**config.mk**
```make
export PLATFORM = sky130hd
export DESIGN_NAME = alu_share_sched_32b
export DESIGN_NICKNAME = d
export VERILOG_FILES = /design/src/rtl/alu_share_sched_32b.sv
export SDC_FILE = /design/constraint.sdc
export NUM_CORES = 1
export LEC_CHECK = 0
export CAP_MARGIN = 20
export CORE_ASPECT_RATIO = 2
export CORE_MARGIN = 2
export CORE_UTILIZATION = 37
export DETAILED_ROUTE_END_ITERATION = 10
export MAX_ROUTING_LAYER = met4
export PLACE_DENSITY = 0.86
export SLEW_MARGIN = 20
export SYNTH_ARGS = -nofsm -noshare
export SYNTH_HDL_FRONTEND = slang
export SYNTH_SLANG_ARGS = --single-unit
```
**constraint.sdc**
```tcl
create_clock -name clock -period 2.03 [get_ports clock]
set_clock_uncertainty 0.05 [all_clocks]
set_input_delay 0.3045 -clock clock [delete_from_list [all_inputs] [get_ports clock]]
set_output_delay 0.3045 -clock clock [all_outputs]
set_load 0.02 [all_outputs]
```
**src/rtl/alu_share_sched_32b.sv**
```systemverilog
// Two-requester scheduler sharing one combinational function unit.
// It holds one operation in flight and uses a round-robin grant with per-requester response registers.
module alu_share_sched_32b #(
  parameter int WIDTH   = 32,
  parameter int MUL_LAT = 2,
  parameter int DIV_LAT = 4
) (
  input  logic             clock,
  input  logic             reset,
  input  logic             req0_valid,
  input  logic             req1_valid,
  output logic             req0_ready,
  output logic             req1_ready,
  input  logic [WIDTH-1:0] req0_a,
  input  logic [WIDTH-1:0] req0_b,
  input  logic [WIDTH-1:0] req1_a,
  input  logic [WIDTH-1:0] req1_b,
  input  logic [3:0]       req0_op,
  input  logic [3:0]       req1_op,
  output logic             rsp0_valid,
  output logic             rsp1_valid,
  input  logic             rsp0_ready,
  input  logic             rsp1_ready,
  output logic [WIDTH-1:0] rsp0_data,
  output logic [WIDTH-1:0] rsp1_data,
  output logic             rsp0_err,
  output logic             rsp1_err,
  output logic [WIDTH-1:0] fu_a,
  output logic [WIDTH-1:0] fu_b,
  output logic [3:0]       fu_select,
  input  logic [WIDTH-1:0] fu_out,
  output logic             busy
);

  typedef enum logic [1:0] {IDLE = 2'd0, EXEC = 2'd1, RESP = 2'd2} state_t;

  state_t             state_r, state_nx_s;
  logic [3:0]         cnt_r;
  logic               last_r, owner_r;
  logic [WIDTH-1:0]   a_r, b_r, data0_r, data1_r;
  logic [3:0]         op_r;
  logic               valid0_r, valid1_r, err0_r, err1_r;
  logic               grant0_s, grant1_s, accept_s, hs_s;
  logic [WIDTH-1:0]   acc_a_s, acc_b_s;
  logic [3:0]         acc_op_s;
  logic               res_load_s, res_owner_s, res_err_s;
  logic [WIDTH-1:0]   res_data_s;

  function automatic logic [3:0] lat_m1(input logic [3:0] op);
    case (op)
      4'd1:    return 4'(MUL_LAT - 1);
      4'd3:    return 4'(DIV_LAT - 1);
      default: return 4'd0;
    endcase
  endfunction

  assign hs_s = (valid0_r && rsp0_ready) || (valid1_r && rsp1_ready);

  // Grant, next state and result-capture selection.
  always_comb begin
    state_nx_s  = state_r;
    grant0_s    = 1'b0;
    grant1_s    = 1'b0;
    acc_a_s     = req0_a;
    acc_b_s     = req0_b;
    acc_op_s    = req0_op;
    res_load_s  = 1'b0;
    res_owner_s = owner_r;
    res_err_s   = 1'b0;
    res_data_s  = {WIDTH{1'b0}};
    case (state_r)
      IDLE: begin
        if (req0_valid && (!req1_valid || last_r)) begin
          grant0_s = 1'b1;
        end else if (req1_valid) begin
          grant1_s = 1'b1;
          acc_a_s  = req1_a;
          acc_b_s  = req1_b;
          acc_op_s = req1_op;
        end else begin
          grant0_s = 1'b0;
        end
        if (grant0_s || grant1_s) begin
          // Undefined opcodes complete immediately with an error result.
          if (acc_op_s >= 4'd10) begin
            state_nx_s  = RESP;
            res_load_s  = 1'b1;
            res_owner_s = grant1_s;
            res_err_s   = 1'b1;
          end else begin
            state_nx_s = EXEC;
          end
        end else begin
          state_nx_s = IDLE;
        end
      end
      EXEC: begin
        if (cnt_r == 4'd0) begin
          state_nx_s = RESP;
          res_load_s = 1'b1;
          if (op_r == 4'd3 && b_r == {WIDTH{1'b0}}) begin
            res_data_s = {WIDTH{1'b1}};
            res_err_s  = 1'b1;
          end else begin
            res_data_s = fu_out;
          end
        end else begin
          state_nx_s = EXEC;
        end
      end
      RESP: begin
        if (hs_s) begin
          state_nx_s = IDLE;
        end else begin
          state_nx_s = RESP;
        end
      end
      default: state_nx_s = IDLE;
    endcase
  end

  assign accept_s = grant0_s || grant1_s;

  // State, operand latches, latency counter and response registers.
  always_ff @(posedge clock) begin
    if (reset) begin
      state_r  <= IDLE;
      cnt_r    <= 4'd0;
      last_r   <= 1'b1;
      owner_r  <= 1'b0;
      a_r      <= {WIDTH{1'b0}};
      b_r      <= {WIDTH{1'b0}};
      op_r     <= 4'd0;
      data0_r  <= {WIDTH{1'b0}};
      data1_r  <= {WIDTH{1'b0}};
      valid0_r <= 1'b0;
      valid1_r <= 1'b0;
      err0_r   <= 1'b0;
      err1_r   <= 1'b0;
    end else begin
      state_r <= state_nx_s;
      if (accept_s) begin
        a_r     <= acc_a_s;
        b_r     <= acc_b_s;
        op_r    <= acc_op_s;
        owner_r <= grant1_s;
        cnt_r   <= lat_m1(acc_op_s);
      end else if (state_r == EXEC && cnt_r != 4'd0) begin
        cnt_r <= cnt_r - 4'd1;
      end
      if (res_load_s) begin
        if (res_owner_s) begin
          data1_r  <= res_data_s;
          err1_r   <= res_err_s;
          valid1_r <= 1'b1;
        end else begin
          data0_r  <= res_data_s;
          err0_r   <= res_err_s;
          valid0_r <= 1'b1;
        end
      end
      if (state_r == RESP && hs_s) begin
        valid0_r <= 1'b0;
        valid1_r <= 1'b0;
        err0_r   <= 1'b0;
        err1_r   <= 1'b0;
        last_r   <= owner_r;
      end
    end
  end

  assign req0_ready = grant0_s;
  assign req1_ready = grant1_s;
  assign rsp0_valid = valid0_r;
  assign rsp1_valid = valid1_r;
  assign rsp0_data  = data0_r;
  assign rsp1_data  = data1_r;
  assign rsp0_err   = err0_r;
  assign rsp1_err   = err1_r;
  assign fu_a       = a_r;
  assign fu_b       = b_r;
  assign fu_select  = op_r;
  assign busy       = (state_r != IDLE);

endmodule

```
==> metrics.yaml <==
status: "finished, final reports clean"
htree_levels: 4
cap_viol_max_count: 0
worst-setup-path-type: "reg2reg"
grt_pass1_wl_um: 41400
maxSlewHeadroom_pct: 71.1
nFillCells: 1365
hold_path_class: "in2reg"
overflow: 0
synth-main-ff-cell: "dfxtp_1"
preCtsSetupSlack_ns: -0.405
route.detailed.drc: 0
ctsRootBufferMaster: "clkbuf_16"
async_flop_share_pct: 0
row_count: 69
routed_wirelength_um: 27700
drive_gt1_share_pct: 17.2
die_w_um: 98.8
grt_usage_pct: 27.6
leakagePower_nw: 4.26
rsz0062_at_grt: "yes"
portBuffers: 312
insertion_delay_ns: 0.42
slew_viol_final: 0
hpwl_um: 18500
ir_drop_v: 0.000640
worstSetupEndpointType: "register"
routed_via_density: 5.85
cts_tree: "done"
setup_ws_ns: 0.0327
syn_area_um2: 6650
synth-warning-count: 0
areaGrowthSynthToFinish_pct: 76.3
fmaxAchievable_ghz: 0.501
setup_tns_ns: 0
grt_max_degree: 72
gp_congestion: 0.929
r2r_cells: 9
clk_path_buf_depth: 2
grt_pass1_vias: 7932
placed_cell_area_um2: 10400
final_hold_viol_count: 0
synth_mux_area_share_pct: 0.527
synth_fp_nets: 1026
die_y_um: 194
syn_inst: 851
synth.distinct_cells: 49
hold_depth: 2
clk_pin_slew_ns: 0.06
setup_viol: 0
num_vias: 8184
synth_edf_count: 0
synth-compound-area-share_pct: 21.8
nets: 1348
synthAdderAreaFrac_pct: 0.188
final_area_um2: 11700
power_w: 0.0118
num_io_pins: 313
numCtsBuffers: 17
arrival_ns: 2.29
ant_nets: 0
critPathLaunchType: "register"
ys_seq_area_share_pct: 43.4
yosys.area_share.simple_pct: 27.8
num_antenna_cells: 0
powerDensity_nw_per_um2: 1010
start_util_pct: 37.6
wl_per_cell_um: 19.8
cp_max_fo: 5
synth_top_family_by_area: "simple AND/OR/NAND/NOR gates"
drt_iter0_markers: 443
hold_buffers: 0
synth.ff_latch_count: 144
clock-sinks: 144
fin_crit_ns: 2.00
dr.pass1.iters: 5
critPathRequiredTime_ns: 2.32
die_area_um2: 19100
syn_area_per_cell_um2: 7.81
tightest_slew_ns: 0.433
final.period_utilization_pct: 98.4
antenna_found_initial: 0
synth-xor-area-share_pct: 0.264
core_area_um2: 17700
[cell usage after synthesis, drive strengths merged (2+ instances only)]
| cell | n | area (µm²) |
|---|---|---|
| dfxtp | 144 | 2880 |
| nand2 | 141 | 529 |
| nor3 | 101 | 505 |
| nor2 | 77 | 289 |
| clkbuf | 70 | 263 |
| a311oi | 67 | 587 |
| a21oi | 41 | 209 |
| nor4 | 40 | 250 |
| nand3 | 35 | 175 |
| a31oi | 33 | 206 |
| o31ai | 32 | 240 |
| buf | 22 | 116 |
| inv | 6 | 22.5 |
| o21ai | 5 | 25.0 |
| nor3b | 3 | 22.5 |
| o21a | 3 | 22.5 |
| a21boi | 2 | 30.0 |
| a221oi | 2 | 35.0 |
| mux2i | 2 | 23.8 |
| nand2b | 2 | 12.5 |
| nand4 | 2 | 12.5 |
| nor2b | 2 | 12.5 |
[cell type report]
type	count	area (µm²)	area share, %
clock inverter	14	180	1.54
clock buffer	18	439	3.75
timing repair buffer	395	4080	34.8
tap	213	267	2.27
multi-input combinational	609	3840	32.8
inverter	6	22.5	0.192
sequential	144	2890	24.7
[report_power, final]
group          switching, W  internal [W]  leakage (nW)  total, W
logic               0.00252       0.00229          2.79   0.00480
clock network       0.00130       0.00198         0.286   0.00329
registers          0.000381       0.00334          1.19   0.00372
[registers in the layout (all words and copies together) (netlist names)]
signal / flops
fu_select: 4
owner_r: 1
rsp0_valid: 1
rsp1_valid: 1
rsp0_err: 1
fu_a: 32
cnt_r: 4
rsp0_data: 32
rsp1_data: 32
fu_b: 32
rsp1_err: 1
last_r: 1
state_r: 2
[kinds of logic (layout without fill, tap and decap cells)]
logic type      after synthesis  after routing
compound gates              195            195
simple gates                408            408
fa+ha+maj                     1              1
xor+xnor                      2              2
mux                           3              3
buf+inv                      98            433
flops                       144            144
[worst paths after layout]
| path | start | endpoint | slack, ns |
|---|---|---|---|
| max | fu_b[11]$_SDFFE_PP0N_ | rsp0_data[15]$_SDFFE_PP0P_ | 0.03 |
| max reg2reg | fu_b[11]$_SDFFE_PP0N_ | rsp0_data[15]$_SDFFE_PP0P_ | 0.03 |
| min reg2reg | fu_a[25]$_SDFFE_PP0N_ | fu_a[25]$_SDFFE_PP0N_ | 0.44 |
| min | reset | owner_r$_SDFFE_PP0N_ | 0.27 |
[worst max-delay path, cell delays in order, from the launching register on]
cell and delay (ns):
dfxtp_2 0.34, nor4_4 0.28, buf_4 0.15, nand4_1 0.12, buf_6 0.18, clkbuf_16 0.17
o31ai_4 0.27, buf_4 0.16, nor4_2 0.03, nor3_1 0.17
[metrics by stage]
| step | utilization, % | hold slack [ns] | cells |
|---|---|---|---|
| 3_3_place_gp | 58.7 | 0.434 | 1351 |
| 6_report | 66.2 | 0.265 | 1399 |
| 2_1_floorplan | - | 0.414 | 851 |
| 5_1_grt | 66.2 | 0.276 | 1399 |
| 4_1_cts | 62.6 | 0.239 | 1386 |
| 3_5_place_dp | 58.7 | 0.440 | 1351 |
[placed cells by master (no fill, tap or decap), types with 16 or more instances in the layout]
| master | instances |
|---|---|
| nor4_1 | 22 |
| clkdlybuf4s50_1 | 308 |
| a31oi_1 | 33 |
| nor2_1 | 74 |
| a21oi_1 | 34 |
| a311oi_1 | 67 |
| nand2_1 | 139 |
| nor3_1 | 95 |
| nor4_2 | 16 |
| clkbuf_16 | 21 |
| nand3_1 | 35 |
| buf_12 | 16 |
| buf_4 | 50 |
| dfxtp_1 | 136 |
[routing by layer]
metal	up-vias	part of all wire, %	global-route usage, %	routed length (µm)
li1	3787	-	-	-
met1	3804	33	29.3	9220
met2	480	54	48.3	14900
met3	113	6.3	4.44	1730
met4	0	6.4	14.2	1780
met5	-	0	-	0
[repair_timing]
item,CTS,global route
resized for setup,10,99
buffers inserted,2,6
setup endpoints to repair,28,66
gates cloned,1,7
pin swaps,4,21
Note: power is estimated with default switching activity, not from simulation.
